### src/rtl/fir_drv_pkg.sv
// Shared definitions for the FIR sample driver: controller states and default widths.
package fir_drv_pkg;

    localparam int DEF_DATA_W     = 16;
    localparam int DEF_OUT_W      = 38;
    localparam int DEF_FIFO_DEPTH = 4;
    localparam int DEF_TMO_CYC    = 255;

    typedef enum logic [1:0] {
        IDLE = 2'd0,
        SEND = 2'd1,
        WAIT = 2'd2,
        HOLD = 2'd3
    } state_t;

endpackage

### src/rtl/fir_sample_driver_if.sv
// Signal bundle between the sample driver (master), the upstream source,
// the FIR datapath/controller and the downstream result consumer.
interface fir_sample_driver_if
    import fir_drv_pkg::*;
#(
    parameter int DATA_W = DEF_DATA_W,
    parameter int OUT_W  = DEF_OUT_W
) ();

    logic [DATA_W-1:0] s_data;
    logic              s_valid;
    logic              s_ready;
    logic [DATA_W-1:0] fir_in;
    logic              Input_Valid;
    logic              Output_Valid;
    logic [OUT_W-1:0]  fir_out;
    logic [OUT_W-1:0]  m_data;
    logic              m_valid;
    logic              m_ready;
    logic              timeout_err;

    modport master (
        input  s_data, s_valid, Output_Valid, fir_out, m_ready,
        output s_ready, fir_in, Input_Valid, m_data, m_valid, timeout_err
    );

    modport slave (
        output s_data, s_valid, Output_Valid, fir_out, m_ready,
        input  s_ready, fir_in, Input_Valid, m_data, m_valid, timeout_err
    );

endinterface

### src/rtl/sync_fifo.sv
// Single-clock FIFO with first-word-fall-through read port; DEPTH must be a power of two.
module sync_fifo #(
    parameter int WIDTH = 16,
    parameter int DEPTH = 4
) (
    input  logic                   clk,
    input  logic                   rst,
    input  logic                   push,
    input  logic                   pop,
    input  logic [WIDTH-1:0]       wr_data,
    output logic [WIDTH-1:0]       rd_data,
    output logic                   full,
    output logic                   empty,
    output logic [$clog2(DEPTH):0] count
);

    localparam int AW = $clog2(DEPTH);
    localparam logic [AW:0] FULL_CNT = (AW+1)'(DEPTH);

    logic [WIDTH-1:0] mem [DEPTH];
    logic [AW-1:0]    wr_ptr;
    logic [AW-1:0]    rd_ptr;
    logic             do_push;
    logic             do_pop;

    assign full    = (count == FULL_CNT);
    assign empty   = (count == '0);
    assign do_push = push && !full;
    assign do_pop  = pop && !empty;
    assign rd_data = mem[rd_ptr];

    // NOTE: storage carries no reset; only pointers and count define validity,
    // so the array can map onto plain RAM/register cells without reset logic.
    always_ff @(posedge clk) begin
        if (do_push)
            mem[wr_ptr] <= wr_data;
    end

    // NOTE: all sequential state uses non-blocking assignments so every register
    // samples pre-edge values regardless of process ordering.
    always_ff @(posedge clk) begin
        if (rst) begin
            wr_ptr <= '0;
            rd_ptr <= '0;
            count  <= '0;
        end else begin
            if (do_push)
                wr_ptr <= wr_ptr + 1'b1;
            if (do_pop)
                rd_ptr <= rd_ptr + 1'b1;
            case ({do_push, do_pop})
                2'b10:   count <= count + 1'b1;
                2'b01:   count <= count - 1'b1;
                default: ;
            endcase
        end
    end

endmodule

### src/rtl/fir_sample_driver.sv
// Feeds buffered samples one at a time into a FIR core, waits (with timeout)
// for each result and holds it until the downstream consumer takes it.
module fir_sample_driver
    import fir_drv_pkg::*;
#(
    parameter int DATA_W     = DEF_DATA_W,
    parameter int OUT_W      = DEF_OUT_W,
    parameter int FIFO_DEPTH = DEF_FIFO_DEPTH,
    parameter int TMO_CYC    = DEF_TMO_CYC
) (
    input  logic                clk,
    input  logic                rst,
    fir_sample_driver_if.master bus
);

    localparam int CW = $clog2(FIFO_DEPTH) + 1;
    localparam int TW = $clog2(TMO_CYC + 1);
    localparam logic [CW-1:0] FULL_CNT = CW'(FIFO_DEPTH);
    localparam logic [TW-1:0] TMO_LAST = TW'(TMO_CYC - 1);

    state_t            state;
    state_t            state_next;
    logic              push;
    logic              pop;
    logic              fifo_full;
    logic              fifo_empty;
    logic [CW-1:0]     fifo_count;
    logic [DATA_W-1:0] fifo_head;
    logic [DATA_W-1:0] fir_in_q;
    logic [OUT_W-1:0]  m_data_q;
    logic              m_valid_q;
    logic              timeout_q;
    logic [TW-1:0]     wait_cnt;
    logic              input_valid;
    logic              load_fir;
    logic              capture;
    logic              release_res;
    logic              tmo_hit;
    logic              cnt_clr;
    logic              cnt_inc;

    assign bus.s_ready     = (fifo_count < FULL_CNT);
    assign push            = bus.s_valid && bus.s_ready;
    assign bus.fir_in      = fir_in_q;
    assign bus.Input_Valid = input_valid;
    assign bus.m_data      = m_data_q;
    assign bus.m_valid     = m_valid_q;
    assign bus.timeout_err = timeout_q;

    sync_fifo #(
        .WIDTH (DATA_W),
        .DEPTH (FIFO_DEPTH)
    ) u_fifo (
        .clk     (clk),
        .rst     (rst),
        .push    (push),
        .pop     (pop),
        .wr_data (bus.s_data),
        .rd_data (fifo_head),
        .full    (fifo_full),
        .empty   (fifo_empty),
        .count   (fifo_count)
    );

    always_ff @(posedge clk) begin
        if (rst)
            state <= IDLE;
        else
            state <= state_next;
    end

    // NOTE: every output of this block is defaulted before the case so no path
    // leaves a signal unassigned, which would otherwise infer a latch.
    always_comb begin
        state_next  = state;
        pop         = 1'b0;
        load_fir    = 1'b0;
        input_valid = 1'b0;
        capture     = 1'b0;
        release_res = 1'b0;
        tmo_hit     = 1'b0;
        cnt_clr     = 1'b0;
        cnt_inc     = 1'b0;
        unique case (state)
            IDLE: begin
                // Head is latched on the way into SEND so fir_in is stable for the whole strobe.
                if (!fifo_empty && !m_valid_q) begin
                    pop        = 1'b1;
                    load_fir   = 1'b1;
                    state_next = SEND;
                end
            end
            SEND: begin
                input_valid = 1'b1;
                cnt_clr     = 1'b1;
                state_next  = WAIT;
            end
            WAIT: begin
                if (bus.Output_Valid) begin
                    capture    = 1'b1;
                    state_next = HOLD;
                end else if (wait_cnt == TMO_LAST) begin
                    tmo_hit    = 1'b1;
                    state_next = IDLE;
                end else begin
                    cnt_inc = 1'b1;
                end
            end
            HOLD: begin
                if (bus.m_ready) begin
                    release_res = 1'b1;
                    state_next  = IDLE;
                end
            end
            default: state_next = IDLE;
        endcase
    end

    always_ff @(posedge clk) begin
        if (rst) begin
            fir_in_q  <= '0;
            m_data_q  <= '0;
            m_valid_q <= 1'b0;
            timeout_q <= 1'b0;
            wait_cnt  <= '0;
        end else begin
            if (load_fir)
                fir_in_q <= fifo_head;
            if (capture) begin
                m_data_q  <= bus.fir_out;
                m_valid_q <= 1'b1;
            end else if (release_res) begin
                m_valid_q <= 1'b0;
            end
            if (tmo_hit)
                timeout_q <= 1'b1;
            if (cnt_clr)
                wait_cnt <= '0;
            else if (cnt_inc)
                wait_cnt <= wait_cnt + 1'b1;
        end
    end

    assert property (@(posedge clk) disable iff (rst) fifo_full == (fifo_count == FULL_CNT));

endmodule
### src/flat_wrapper.sv
// flat-port wrapper written by rule: the top's interface ports become plain ports
module fir_sample_driver_flat import fir_drv_pkg::*;
#(
    parameter int DATA_W     = DEF_DATA_W,
    parameter int OUT_W      = DEF_OUT_W,
    parameter int FIFO_DEPTH = DEF_FIFO_DEPTH,
    parameter int TMO_CYC    = DEF_TMO_CYC
)
  (clk, rst, bus_s_data, bus_s_valid, bus_Output_Valid, bus_fir_out, bus_m_ready, bus_s_ready, bus_fir_in, bus_Input_Valid, bus_m_data, bus_m_valid, bus_timeout_err);
  fir_sample_driver_if #(.DATA_W(DATA_W), .OUT_W(OUT_W)) bus_i ();
  input  logic clk;
  input  logic rst;
  input wire logic [$bits(bus_i.s_data)-1:0] bus_s_data;
  input wire logic [$bits(bus_i.s_valid)-1:0] bus_s_valid;
  input wire logic [$bits(bus_i.Output_Valid)-1:0] bus_Output_Valid;
  input wire logic [$bits(bus_i.fir_out)-1:0] bus_fir_out;
  input wire logic [$bits(bus_i.m_ready)-1:0] bus_m_ready;
  output wire logic [$bits(bus_i.s_ready)-1:0] bus_s_ready;
  output wire logic [$bits(bus_i.fir_in)-1:0] bus_fir_in;
  output wire logic [$bits(bus_i.Input_Valid)-1:0] bus_Input_Valid;
  output wire logic [$bits(bus_i.m_data)-1:0] bus_m_data;
  output wire logic [$bits(bus_i.m_valid)-1:0] bus_m_valid;
  output wire logic [$bits(bus_i.timeout_err)-1:0] bus_timeout_err;
  assign bus_i.s_data = bus_s_data;
  assign bus_i.s_valid = bus_s_valid;
  assign bus_i.Output_Valid = bus_Output_Valid;
  assign bus_i.fir_out = bus_fir_out;
  assign bus_i.m_ready = bus_m_ready;
  assign bus_s_ready = bus_i.s_ready;
  assign bus_fir_in = bus_i.fir_in;
  assign bus_Input_Valid = bus_i.Input_Valid;
  assign bus_m_data = bus_i.m_data;
  assign bus_m_valid = bus_i.m_valid;
  assign bus_timeout_err = bus_i.timeout_err;
  fir_sample_driver #(.DATA_W(DATA_W), .OUT_W(OUT_W), .FIFO_DEPTH(FIFO_DEPTH), .TMO_CYC(TMO_CYC)) u_core (.clk(clk), .rst(rst), .bus(bus_i));
endmodule
### config.mk
export PLATFORM = sky130hd
export DESIGN_NAME = fir_sample_driver_flat
export DESIGN_NICKNAME = d
export VERILOG_FILES = /design/src/rtl/fir_drv_pkg.sv /design/src/rtl/fir_sample_driver_if.sv /design/src/rtl/sync_fifo.sv /design/src/rtl/fir_sample_driver.sv /design/src/flat_wrapper.sv
export SDC_FILE = /design/constraint.sdc
export NUM_CORES = 1
export LEC_CHECK = 0
export BUFFER_PORTS_ARGS = -buffer_cell sky130_fd_sc_hd__buf_2
export CORE_MARGIN = 3
export CORE_UTILIZATION = 53
export DETAILED_ROUTE_END_ITERATION = 10
export PLACE_DENSITY = 0.88
export SLEW_MARGIN = 20
export SYNTH_ARGS = -nofsm -noshare
export SYNTH_HDL_FRONTEND = slang
export SYNTH_SLANG_ARGS = --single-unit
### constraint.sdc
create_clock -name clk -period 3.1 [get_ports clk]
set_input_delay 0.93 -clock clk [delete_from_list [all_inputs] [get_ports clk]]
set_output_delay 0.93 -clock clk [all_outputs]
set_load 0.01 [all_outputs]
==> results of run 1 <==
==> Yosys cell counts (2+ instances only) <==
cell type / instances
nor3_1: 3
nand3_1: 3
nor2b_1: 2
or2_2: 2
and2_1: 4
and3_1: 3
xnor2_1: 4
a211oi_1: 4
o21ai_0: 2
buf_2: 7
nand2_1: 112
edfxtp_1: 64
and4_1: 2
or3_1: 3
buf_4: 3
nor2_1: 19
inv_1: 9
ha_1: 7
clkbuf_1: 13
a21oi_1: 62
a31oi_1: 3
xor2_1: 4
mux4_2: 16
dfxtp_1: 73
nand4_1: 2
==> sequential cells by signal (all words and copies together), names as in the netlist <==
signal and cells:
u_core.bus.fir_in 16, u_core.wait_cnt 8, u_core.u_fifo.rd_ptr 2, u_core.u_fifo.mem 64, u_core.u_fifo.wr_ptr 2, u_core.state 2, u_core.bus.m_data 38, u_core.u_fifo.count 3
u_core.bus.m_valid 1, u_core.bus.timeout_err 1
==> cells by family after synthesis <==
group / count (synthesis)
compound gates: 74
mux: 16
xor+xnor: 8
fa+ha+maj: 8
buf+inv: 35
simple gates: 161
flops: 137
==> layout make-up <==
type	count	area (µm²)	area share, %
Tap cell	129	161.4	2.513
Timing Repair Buffer	124	640.6	9.975
Clock inverter	14	148.9	2.318
Inverter	10	37.54	0.5845
Sequential cell	137	3383	52.68
Clock buffer	18	417.9	6.507
Multi-Input combinational cell	267	1633	25.42
==> layer usage <==
layer | routed length, µm | share of wire [%] | GRT usage, %
met3 | 690 | 6.4 | 6.980
met1 | 4383 | 40 | 23.35
met4 | 175 | 1.6 | 7.216
met5 | 0 | 0 | 0
met2 | 5583 | 52 | 35.66
==> final timing paths <==
path	slack, ns	to	startpoint
hold reg to reg	0.45	u_core.bus.m_data[13]	u_core.bus.m_data[13]
setup / recovery	0.67	u_core.u_fifo.count[2]	u_core.state[0]
hold / removal	0.45	u_core.bus.m_data[13]	u_core.bus.m_data[13]
setup reg to reg	0.67	u_core.u_fifo.count[2]	u_core.state[0]
==> worst max-delay path, delay by kind of cell, from the launching register on <==
family | cells | cell delay (ns)
AO/OA/AOI/OAI | 1 | 0.15
XOR/XNOR | 1 | 0.15
adder cells (fa/ha/maj) | 2 | 0.55
buffers and inverters | 2 | 0.19
flip-flops | 1 | 0.39
AND/OR/NAND/NOR | 3 | 0.91
==> report_power, final <==
part | switching [mW] | total [mW] | leakage (nW) | internal (mW)
Sequential | 0.174 | 2.35 | 1.18 | 2.18
Clock | 0.750 | 1.90 | 0.275 | 1.15
Combinational | 0.676 | 1.17 | 1.04 | 0.498
==> results.sh, run 1 <==
export IMPL_power_mw=5.426
export IMPL_syn_num_nets=506
export IMPL_cpMaxStageDelayCell="dfxtp_1"
export IMPL_drv_slew=0
export IMPL_layout_common_cells="116 x buf_2, 112 x nand2_1, 73 x dfxtp_1, 64 x edfxtp_1, 62 x a21oi_1"
export IMPL_final_cell_area_mm2=0.006422
export IMPL_setup_viol=0
export IMPL_insertion_delay_ns=0.51
export IMPL_tns_ns=0
export IMPL_drt_antenna_violating_nets=0
export IMPL_endpoint_kind="flip-flop"
export IMPL_drt_iter0_markers=240
export IMPL_synth_mux_area_share_pct=6.967
export IMPL_critPathKind="flip-flop to flip-flop"
export IMPL_cts_max_level=4
export IMPL_dieArea_mm2=0.01098
export IMPL_period_needed_ns=2.430
export IMPL_drive_gt1_share_pct=31.23
export IMPL_synth_simple_area_share_pct=13.52
export IMPL_rsz0062_at_grt="false"
export IMPL_placed_cells=667
export IMPL_dr_pass1_iters=4
export IMPL_postSynth_asyncResetShare_pct=0
export IMPL_reg2reg_depth=9
export IMPL_via_per_inst=5.262
export IMPL_fmax_ghz=0.4115
export IMPL_netlist_area_mm2=0.005172
export IMPL_grt_max_degree=40
export IMPL_ctsRootBufferMaster="clkbuf_8"
export IMPL_fin_ws_ns=0.6700
export IMPL_cp_start_kind="flip-flop"
export IMPL_hold_ws_ns=0.4484
export IMPL_synth_seq_cells=137
export IMPL_nets=624
export IMPL_place_area_mm2=0.005856
export IMPL_worstHoldPathCells=2
export IMPL_portBuffers=116
export IMPL_path_cells="nor3_1 -> nand2_2 -> inv_2 -> ha_1 -> inv_1 -> fa_1 -> xor2_1 -> or3_1 -> a21oi_1"
export IMPL_cts_resized=0
export IMPL_grt_pass1_wl_mm=17.44
export IMPL_wl_per_cell_um=15.50
export IMPL_num_antenna_cells=0
export IMPL_instances_no_fill=699
export IMPL_coreArea_mm2=0.009371
export IMPL_grt_antenna_before_repair=0
export IMPL_synth_compound_area_share_pct=7.596
export IMPL_cp_required_ns=3.53
export IMPL_final_util_pct=68.53
export IMPL_grt_overflow=0
export IMPL_ir_drop_mv=0.6440
export IMPL_cap_violations=0
export IMPL_worst_hold_path_type="flip-flop to flip-flop"
export IMPL_tritoncts="yes"
export IMPL_maxSlewHeadroom_pct=38.25
export IMPL_final_common_cell="buf_2"
export IMPL_status="finished clean"
export IMPL_yosysWarnings=0
export IMPL_cts_setup_buffers=0
export IMPL_hold_buffers=0
export IMPL_place_ws_ns=0.4904
export IMPL_clk_pin_slew_ns=0.06
export IMPL_grt_pass1_vias=3627
export IMPL_worstPathMaxFanout=18
export IMPL_synth_top_family_by_area="simple AND/OR/NAND/NOR gates"
export IMPL_synthCells=439
export IMPL_die_h_um=104.8
export IMPL_area_delta_synth_final_pct=24.17
export IMPL_powerDensity_mw_per_mm2=844.8
export IMPL_hold_violations=0
export IMPL_hpwl_mm=7.274
export IMPL_ys_types=38
export IMPL_syn_avg_cell_area_um2=11.78
export IMPL_synth_flop_cell="dfxtp_1"
export IMPL_finalClockSkew_ns=0.008319
export IMPL_max_stage_delay_ns=0.39
export IMPL_arrival_ns=2.86
export IMPL_drc=0
export IMPL_place_congestion=0.7927
export IMPL_fillers=666
export IMPL_num_io_pins=117
export IMPL_cts_buffer_depth=2
export IMPL_synth_seq_area_share_pct=65.41
export IMPL_synth_edf_count=64
export IMPL_tightest_slew_ns=0.9250
export IMPL_die_w_um=104.8
export IMPL_synth_fa_ha_area_share_pct=2.080
export IMPL_synth_xor_area_share_pct=1.355
export IMPL_synth_top_area_share_pct=37.16
export IMPL_period_share_pct=78.39
export IMPL_drt_wl_total_mm=10.83
export IMPL_cts_made_buffers=17
export IMPL_vias=3678
export IMPL_initial_core_util_pct=55.19
export IMPL_grt_use_total_pct=20.44
export IMPL_rows=35
export IMPL_yosys_area_top_type="edfxtp_1"
export IMPL_p_leak_nw=2.491
export IMPL_cts_num_sinks=137
export IMPL_synth_top_cells_by_area="edfxtp_1 37%, dfxtp_1 28%, nand2_1 8.1%"
(Power assumes the default switching activity.)
==> run 2, diff against run 1 <==
CORE_UTILIZATION = 48   (was 53)
PLACE_DENSITY = 0.85   (was 0.88)
clock period = 2 ns   (was 3.1 ns; I/O delays follow)
==> run 2 against run 1 <==
- sequential power rose by 52%
- clock skew rose by 0.010 ns
- register-to-register slack got worse by 0.56 ns
- combinational power rose by 83%
- final cell count rose by 2.7%
- utilization fell by 5.3 points
- critical path type is now flip-flop to primary output
- largest power group unchanged
- first-iteration DRC count rose by 42%
==> results.sh, run 2 (synthesis gave the netlist of run 1 again) <==
export IMPL_rr_startpoint="u_core.u_fifo.count[0]"
export IMPL_status="finished clean"
export IMPL_place_area_mm2=0.006031
export IMPL_drt_antenna_violating_nets=0
export IMPL_coreArea_mm2=0.01042
export IMPL_reg2reg_depth=9
export IMPL_grt_overflow=0
export IMPL_drc=0
export IMPL_final_common_cell="buf_2"
export IMPL_worstPathMaxFanout=9
export IMPL_largest_reg_flops=64
export IMPL_wl_per_cell_um=15.42
export IMPL_powerDensity_mw_per_mm2=1297
export IMPL_reg2reg_to="u_core.u_fifo.count[2]"
export IMPL_dieArea_mm2=0.01206
export IMPL_cts_buffer_depth=2
export IMPL_critPathKind="flip-flop to primary output"
export IMPL_cts_resized=2
export IMPL_area_delta_synth_final_pct=27.24
export IMPL_drive_gt1_share_pct=33.45
export IMPL_period_needed_ns=1.928
export IMPL_cts_setup_buffers=0
export IMPL_vias=3737
export IMPL_reg2reg_slack_ns=0.11
export IMPL_num_io_pins=117
export IMPL_clk_pin_slew_ns=0.06
export IMPL_hold_violations=0
export IMPL_via_per_inst=5.205
export IMPL_tritoncts="yes"
export IMPL_cp_start_kind="flip-flop"
export IMPL_p_leak_nw=2.545
export IMPL_setup_viol=0
export IMPL_ir_drop_mv=0.6422
export IMPL_period_share_pct=96.39
export IMPL_min_to="u_core.u_fifo.mem[1][6]"
export IMPL_ctsRootBufferMaster="clkbuf_8"
export IMPL_die_w_um=109.8
export IMPL_place_congestion=0.7718
export IMPL_fmax_ghz=0.5187
export IMPL_grt_antenna_before_repair=1
export IMPL_arrival_ns=1.33
export IMPL_cap_violations=0
export IMPL_initial_core_util_pct=49.66
export IMPL_layout_common_cells="116 x buf_2, 112 x nand2_1, 72 x dfxtp_1, 64 x edfxtp_1, 62 x a21oi_1"
export IMPL_tightest_slew_ns=0.7108
export IMPL_insertion_delay_ns=0.51
export IMPL_instances_no_fill=718
export IMPL_cts_max_level=4
export IMPL_cts_num_sinks=137
export IMPL_drt_iter0_markers=340
export IMPL_grt_use_total_pct=18.41
export IMPL_nets=634
export IMPL_worst_hold_path_type="input pin to flip-flop"
export IMPL_grt_pass1_wl_mm=16.89
export IMPL_grt_max_degree=66
export IMPL_hpwl_mm=7.427
export IMPL_grt_pass1_vias=3523
export IMPL_finalClockSkew_ns=0.01865
export IMPL_worstHoldPathCells=1
export IMPL_final_cell_area_mm2=0.006581
export IMPL_endpoint_kind="primary output"
export IMPL_fillers=790
export IMPL_hold_ws_ns=0.3031
export IMPL_rsz0062_at_grt="false"
export IMPL_cts_made_buffers=17
export IMPL_hold_buffers=0
export IMPL_tns_ns=0
export IMPL_maxSlewHeadroom_pct=52.61
export IMPL_die_h_um=109.8
export IMPL_portBuffers=116
export IMPL_dr_pass1_iters=4
export IMPL_drv_slew=0
export IMPL_crit_start="u_core.state[0]"
export IMPL_top_register="u_core.u_fifo.mem"
export IMPL_cp_required_ns=1.40
export IMPL_hold_start="bus_s_data[6]"
export IMPL_placed_cells=684
export IMPL_drt_wl_total_mm=11.07
export IMPL_rows=37
-- run 2: cell types whose count changed in the layout (fill, tap and decap cells not counted), sizes merged --
cell | previous run | this run
buf | 124 | 134
bufinv | 2 | 1
clkinv | 7 | 6
clkinvlp | 2 | 4
diode | 0 | 2
-- run 2: worst max path at each step --
stage | slack (ns) | end
6_report | 0.07 | bus_Input_Valid
5_1_grt | 0.0005 | bus_Input_Valid
4_1_cts | 0.03 | bus_Input_Valid
3_5_place_dp | -0.09 | u_core.u_fifo.count[2]
3_3_place_gp | -0.04 | u_core.u_fifo.count[2]
2_1_floorplan | -0.08 | u_core.u_fifo.count[2]
-- run 2: metal layers --
| metal | vias up | wire [µm] | share of wire (%) | GRT usage [%] |
|---|---|---|---|---|
| met5 | - | 0 | 0 | 0 |
| met4 | 0 | 174 | 1.6 | 8.459 |
| met3 | 16 | 858 | 7.7 | 4.991 |
| met2 | 141 | 5715 | 52 | 32.15 |
| met1 | 1789 | 4323 | 39 | 20.91 |
| li1 | 1791 | - | - | - |
-- run 2: metrics by stage --
step | setup slack, ns | util (%) | power (mW)
6_report | 0.07212 | 63.18 | 8.534
5_1_grt | 0.0004817 | 63.16 | 8.983
4_1_cts | 0.02758 | 63.14 | 8.633
3_5_place_dp | -0.08792 | 57.90 | 5.778
3_3_place_gp | -0.04034 | 57.90 | 5.666
2_1_floorplan | -0.08091 | - | 4.993
-- run 2: where the power goes --
group          leakage (nW)  internal, mW  switching [mW]
Combinational          1.11         0.937            1.20
Sequential             1.18          3.38           0.201
Clock                 0.258          1.65            1.17
Total                  2.55          5.97            2.57
-- run 2: area by class of cell --
| type | count | area [µm²] | area share (%) |
|---|---|---|---|
| Tap cell | 136 | 170.2 | 2.586 |
| Antenna cell | 2 | 5.005 | 0.07605 |
| Inverter | 10 | 40.04 | 0.6084 |
| Clock buffer | 18 | 417.9 | 6.350 |
| Sequential cell | 137 | 3385 | 51.43 |
| Clock inverter | 14 | 123.9 | 1.882 |
| Timing Repair Buffer | 134 | 778.2 | 11.83 |
| Multi-Input combinational cell | 267 | 1662 | 25.25 |
-- run 2: critical path, cell delays in order (launching register included) --
cell and delay [ns]:
dfxtp_2 0.36, buf_4 0.16, nor2b_2 0.17, buf_2 0.15
